## config.mk

```make
export PLATFORM = sky130hd
export DESIGN_NAME = mux_1_flat
export DESIGN_NICKNAME = d
export VERILOG_FILES = /design/src/rtl/mux_pkg.sv /design/src/rtl/mux_1_if.sv /design/src/rtl/mux_1_sat_cnt.sv /design/src/rtl/mux_1.sv /design/src/flat_wrapper.sv
export SDC_FILE = /design/constraint.sdc
export NUM_CORES = 1
export LEC_CHECK = 0
export CAP_MARGIN = 15
export CORE_MARGIN = 2
export CORE_UTILIZATION = 38
export DETAILED_ROUTE_END_ITERATION = 10
export PLACE_DENSITY = 0.74
export SLEW_MARGIN = 20
export SYNTH_ARGS = -nofsm -noshare
export SYNTH_HDL_FRONTEND = slang
export SYNTH_SLANG_ARGS = --single-unit
```

## constraint.sdc

```tcl
create_clock -name clk -period 1.3 [get_ports clk]
set_input_delay 0.195 -clock clk [delete_from_list [all_inputs] [get_ports clk]]
set_output_delay 0.195 -clock clk [all_outputs]
set_load 0.01 [all_outputs]
```

## src/rtl/mux_pkg.sv

```systemverilog
// Shared constants and helpers for the mux_1 selector family.
// sat_inc is kept 32 bits wide so that counters of any width up to MAX_CNT_W can reuse it.
package mux_pkg;

  localparam int DEF_WIDTH = 1;
  localparam int DEF_CNT_W = 8;
  localparam int MAX_CNT_W = 32;

  // Returns value + 1, or holds at max_value once it has been reached.
  function automatic logic [MAX_CNT_W-1:0] sat_inc(
    input logic [MAX_CNT_W-1:0] value,
    input logic [MAX_CNT_W-1:0] max_value
  );
    logic [MAX_CNT_W-1:0] result;
    if (value >= max_value) begin
      result = max_value;
    end else begin
      result = value + 32'd1;
    end
    return result;
  endfunction

endpackage

```

## src/rtl/mux_1_if.sv

```systemverilog
// Bundle of the mux_1 data, select and status signals.
// The master side drives the data and select inputs; the slave side is the mux itself.
interface mux_1_if
  import mux_pkg::*;
#(
  parameter int WIDTH = DEF_WIDTH,
  parameter int CNT_W = DEF_CNT_W
);

  logic [WIDTH-1:0] a;
  logic [WIDTH-1:0] b;
  logic             s0;
  logic             in_valid;
  logic [WIDTH-1:0] y;
  logic [WIDTH-1:0] y_q;
  logic             out_valid;
  logic [CNT_W-1:0] sel_toggles;

  modport master (
    output a, b, s0, in_valid,
    input  y, y_q, out_valid, sel_toggles
  );

  modport slave (
    input  a, b, s0, in_valid,
    output y, y_q, out_valid, sel_toggles
  );

endinterface

```

## src/rtl/mux_1_sat_cnt.sv

```systemverilog
// Saturating up-counter: it increments on inc and sticks at all-ones.
// CNT_W must be in the range 1..MAX_CNT_W.
module mux_1_sat_cnt
  import mux_pkg::*;
#(
  parameter int CNT_W = DEF_CNT_W
) (
  input  logic             clk,
  input  logic             rst,
  input  logic             inc,
  output logic [CNT_W-1:0] count
);

  localparam logic [MAX_CNT_W-1:0] CNT_MAX = 32'((64'd1 << CNT_W) - 64'd1);

  logic [CNT_W-1:0] count_r;
  logic [CNT_W-1:0] count_nxt_s;

  // Next count value, saturated at CNT_MAX.
  always_comb begin
    count_nxt_s = count_r;
    if (inc) begin
      count_nxt_s = CNT_W'(sat_inc(32'(count_r), CNT_MAX));
    end else begin
      count_nxt_s = count_r;
    end
  end

  // Count register.
  always_ff @(posedge clk or posedge rst) begin
    if (rst) begin
      count_r <= '0;
    end else begin
      count_r <= count_nxt_s;
    end
  end

  assign count = count_r;

endmodule

```

## src/rtl/mux_1.sv

```systemverilog
// Parameterised 2:1 selector. It has a combinational output y, a registered copy y_q
// with a valid flag, and a saturating count of s0 changes.
module mux_1
  import mux_pkg::*;
#(
  parameter int WIDTH = DEF_WIDTH,
  parameter int CNT_W = DEF_CNT_W
) (
  input  logic    clk,
  input  logic    rst,
  mux_1_if.slave  bus
);

  logic [WIDTH-1:0] y_s;
  logic [WIDTH-1:0] y_q_r;
  logic             out_valid_r;
  logic             s0_d_r;
  logic             toggle_s;
  logic [CNT_W-1:0] toggles_s;

  // Zero-latency selection. Reset deliberately has no effect on this path.
  always_comb begin
    y_s = bus.a;
    if (bus.s0) begin
      y_s = bus.b;
    end else begin
      y_s = bus.a;
    end
  end

  // s0 differs from its value at the previous edge.
  always_comb begin
    toggle_s = (bus.s0 != s0_d_r);
  end

  // Registered sample path and delayed copy of the select.
  always_ff @(posedge clk or posedge rst) begin
    if (rst) begin
      y_q_r       <= '0;
      out_valid_r <= 1'b0;
      s0_d_r      <= 1'b0;
    end else begin
      s0_d_r <= bus.s0;
      if (bus.in_valid) begin
        y_q_r       <= y_s;
        out_valid_r <= 1'b1;
      end else begin
        y_q_r       <= y_q_r;
        out_valid_r <= 1'b0;
      end
    end
  end

  mux_1_sat_cnt #(
    .CNT_W (CNT_W)
  ) u_sat_cnt (
    .clk   (clk),
    .rst   (rst),
    .inc   (toggle_s),
    .count (toggles_s)
  );

  assign bus.y           = y_s;
  assign bus.y_q         = y_q_r;
  assign bus.out_valid   = out_valid_r;
  assign bus.sel_toggles = toggles_s;

endmodule

```

## src/flat_wrapper.sv

```systemverilog
// flat-port wrapper written by rule: the top's interface ports become plain ports
module mux_1_flat import mux_pkg::*;
#(
  parameter int WIDTH = DEF_WIDTH,
  parameter int CNT_W = DEF_CNT_W
)
  (clk, rst, bus_a, bus_b, bus_s0, bus_in_valid, bus_y, bus_y_q, bus_out_valid, bus_sel_toggles);
  mux_1_if #(.WIDTH(WIDTH), .CNT_W(CNT_W)) bus_i ();
  input  logic clk;
  input  logic rst;
  input wire logic [$bits(bus_i.a)-1:0] bus_a;
  input wire logic [$bits(bus_i.b)-1:0] bus_b;
  input wire logic [$bits(bus_i.s0)-1:0] bus_s0;
  input wire logic [$bits(bus_i.in_valid)-1:0] bus_in_valid;
  output wire logic [$bits(bus_i.y)-1:0] bus_y;
  output wire logic [$bits(bus_i.y_q)-1:0] bus_y_q;
  output wire logic [$bits(bus_i.out_valid)-1:0] bus_out_valid;
  output wire logic [$bits(bus_i.sel_toggles)-1:0] bus_sel_toggles;
  assign bus_i.a = bus_a;
  assign bus_i.b = bus_b;
  assign bus_i.s0 = bus_s0;
  assign bus_i.in_valid = bus_in_valid;
  assign bus_y = bus_i.y;
  assign bus_y_q = bus_i.y_q;
  assign bus_out_valid = bus_i.out_valid;
  assign bus_sel_toggles = bus_i.sel_toggles;
  mux_1 #(.WIDTH(WIDTH), .CNT_W(CNT_W)) u_core (.clk(clk), .rst(rst), .bus(bus_i));
endmodule
```

# Yosys cells after proc, flatten, opt, wreduce, memory -nomap -nowiden
# Cells that the tools add are included.
# totals
output_inout_bits	11
input_bits	6
ff_bits	11
# op_classes
magnitude_cmp	1
muxes	3
eq_ne	1
n_addsub	1
# op_table
cell	count
$add 8x1->8 const B	1
$ge 8x8->1 const B	1
$mux 8	1
$mux 1	2
$ne 1x1->1	1

# Logic depth before layout (Yosys ltp)
# depth
word_depth	2
ltp_mapped	4
depth_no_buf	4

# Modules after synthesis
# Synthesis repeated with hierarchy kept, for this count alone.
# unflattened
cells_unflattened	46
hier_area_um2	505.5
# by_module_without_submodules
module	n_inst	area_each_um2	cells_each
mux_1_sat_cnt	1	387.9	39
mux_1	1	117.6	7

# Worst setup path before layout
# OpenSTA, ideal clock, no wires.
# synth_timing
path_type	register to register
from	reg u_core.u_sat_cnt.count_r[2] (netlist: u_core.u_sat_cnt.count[2])
to	reg u_core.u_sat_cnt.count_r[7] (netlist: u_core.u_sat_cnt.count[7])
path_slack_ps	33
arrival_time_ps	1142
path_stages_with_launch	4
path_buffers	0
synth_period_minus_slack_ps	1267
path_cell_list	dfrtp_1 nand4_1 nor3_1 mux2_2
# synth_via
elab_chain_cells	2
# synth_lines
item	line	source
from (decl)	mux_1_sat_cnt.sv:16	logic [CNT_W-1:0] count_r;
from (signal assigned)	mux_1_sat_cnt.sv:34	count_r <= count_nxt_s;
$add 8x1->8 or $ge 8x8->1 (tied branches)	mux_pkg.sv:18, mux_pkg.sv:15	
$mux 8 *	mux_pkg.sv:15	if (value >= max_value) begin
# Every way passes the cells marked *; elsewhere a longest branch is shown, timed or not.
# A chain may end at the register's enable or synchronous reset.

# Final worst setup path
# layout_timing
from	reg u_core.u_sat_cnt.count_r[1] (netlist: u_core.u_sat_cnt.count[1])
to	reg u_core.u_sat_cnt.count_r[7] (netlist: u_core.u_sat_cnt.count[7])
# The elaborated chain is that of the path after synthesis.

==> run metrics <==
CTS sink count=11; CTS tree=done; fmax=783 MHz; antenna viol nets, final=0; Non-Filler Instances=97; Max H-tree Level=1; die area=between 1500 and 2000 µm²; RSZ-0062 raised after global routing=true; starting density of the core=roughly 40%; # port buffers=16; crit path DAT=1420 ps; ranking of synthesized cells by area=dfrtp_1, mux2_2, nand3_1; Syn. warnings=0; worst slew pin tran=approximately 430 ps; worst-skew pair later-pin latency=roughly 270 ps; worst r2r src=u_core.u_sat_cnt.count[1]$_DFFE_PP0P_; Syn Area/Cell=around 11 µm²; status=finished, final reports clean; crit path from=u_core.u_sat_cnt.count[1]$_DFFE_PP0P_; sequential area share after synthesis=53.1%; ANT cells=0; Slew Limit Fails=0; wire length of the first global-routing pass=just over 2 mm; Post-Synthesis Cells=between 40 and 50; Synth-to-Final Area Change=71.7%; worst endpoint required time=between 1000 and 1500 ps; fillers=105; placed inst area=roughly 740 µm²; Syn Std Cell Area=around 520 µm²; fin crit period=roughly 1300 ps; top-count cell post-synth=dfrtp_1; endpoint class of the critical path=flip-flop; CP startpoint kind=flip-flop; Clk pin slew, worst setup/hold paths=approximately 80 ps; EDFF count, synth=0; Setup Skew=9.25 ps; dominant synthesized flop cell=dfrtp_1; kind of critical path=reg -> reg; Worst IR Drop VDD=around 1100 µV; routed wire length=1.32 mm; worst min path class=in -> async; Multi-input gate area=308 µm²; Fin. Hold Viols=0; slowest cell delay on critical path=approximately 390 ps; gr usage total=a little under a fifth; CP cell instances=buf_4, ha_2, nand3_4, o21ai_0, mux2_4; CP Buf/Inv Count=1; die height=between 40 and 50 µm; Final Cycle Share=just under 100%; synthesized flop and latch total=11; clock tree buffer depth=2; GPL Wtd Cong=approximately 0.77; Clock Tree Root=clkbuf_4; P_leak=0.000392 µW; Routed WL per cell=between 10 and 15 µm; DR iter-0 viols=1; initial antenna violation count=0; drt pass-1 iters=2; library cells used by synthesis=21; cts bufs inserted=3; Final setup viols=0; Vias=just over 500; cts hold-fix bufs=0; Core ar.=approximately 1300 µm²; # nets final=90; Finished Cell Area=890 µm²; Post-synth ARST share=100%; number of global-route vias before repair=slightly below 500; site row count=13; top cells by count, synth=dfrtp_1, nand3_1; setup_tns=0 ps; Max Cap Violations=0; Register Area=approximately 280 µm²; drt drc=0; Syn Nets=between 50 and 60; aggregate global routing overflow=0; Pwr Density=~1900 nW/µm²; layout cells sized above 1=between 40% and 50%; Worst path slowest cell=dfrtp_1; r2r setup slk=between 20 and 25 ps; Yosys top cell by area=dfrtp_1; largest net degree at the start of global routing=12; placed insts=85; vias per inst=5.30; CP top delay family=flip-flops; worst rel slew slack=between 70% and 80%; die width=40.9 µm; # IOs=17; post-synth top area share=about 53%; critical-path maximum fanout=5
layer usage:
metal / GRT usage, % / part of all wire (%) / routed length (µm) / vias up
met1: 20.7 / 43 / 566 / 250
met5: 0 / 0 / 0 / -
met3: 3.80 / 3.9 / 51 / 2
li1: - / - / - / 250
met4: 5.00 / 0.61 / 8 / 0
met2: 35.2 / 52 / 692 / 12
cell usage in the layout (no fill, tap or decap), types with 2 or more instances in the layout:
master           Yosys  routed
clkbuf_4             0       3
mux2_4               0       2
dfrtp_1             11       8
dlygate4sd2_1        0      11
nand2_1              2       2
o21ai_0              3       3
nand3_2              0       2
buf_4                0      13
nand3_1              5       2
dfrtp_2              0       3
clkdlybuf4s50_1      0       4
inv_1                2       2
nor2_1               3       3
a21oi_1              3       3
sequential cells by signal (all words and copies together), names as in the netlist:
register and cells:
u_core.bus.y_q 1, u_core.bus.out_valid 1, u_core.s0_d_r 1, u_core.u_sat_cnt.count 8
path summary, 6_finish.rpt:
kind,to,cells after the start
min in group clk,u_core.s0_d_r$_DFF_PP0_,2
max,u_core.u_sat_cnt.count[7]$_DFFE_PP0P_,5
min reg2reg,u_core.bus.y_q$_DFFE_PP0P_,1
max reg2reg,u_core.u_sat_cnt.count[7]$_DFFE_PP0P_,5
min,u_core.u_sat_cnt.count[0]$_DFFE_PP0P_,2
max in group asynchronous,u_core.u_sat_cnt.count[4]$_DFFE_PP0P_,2
kinds of logic after synthesis:
kind of cell	share of synthesized area (%)
and+or+nand+nor	19.6
DFF	53.1
AOI/OAI and AO/OA	12.1
muxes	6.52
xor gates and xnor gates	4.83
buffers and inverters	1.45
adders and majority gates	2.42
layout make-up:
class | count | share of cell area, %
clock buffers | 4 | 2.95
well taps | 15 | 2.11
inverters | 2 | 0.844
repair buffers | 30 | 28.1
multi-input cells | 35 | 34.6
flip-flops and latches | 11 | 31.4
timing repair:
item | 4_1_cts | 5_1_grt
setup buffers | 6 | 2
gates resized for setup | 24 | 8
setup endpoints to repair | 15 | 6
pin swaps | 2 | 3
metrics by stage:
| step | util [%] | hold slack [ps] | total power [µW] | setup WS [ps] |
|---|---|---|---|---|
| finish | 69.2 | 212 | 1680 | 23.0 |
| global route | 69.2 | 284 | 1790 | -40.9 |
| CTS | 65.3 | 234 | 1540 | 7.21 |
| detailed placement | 57.7 | 500 | 1230 | -401 |
| global placement | 57.7 | 500 | 1210 | -386 |
| floorplan | - | 47.4 | 861 | 33.4 |
where the power goes:
group,internal (µW),total (µW),switching [µW]
Clock,119,237,118
Combinational,462,859,397
Sequential,464,587,123
Note: power is estimated with default switching activity, not from simulation.
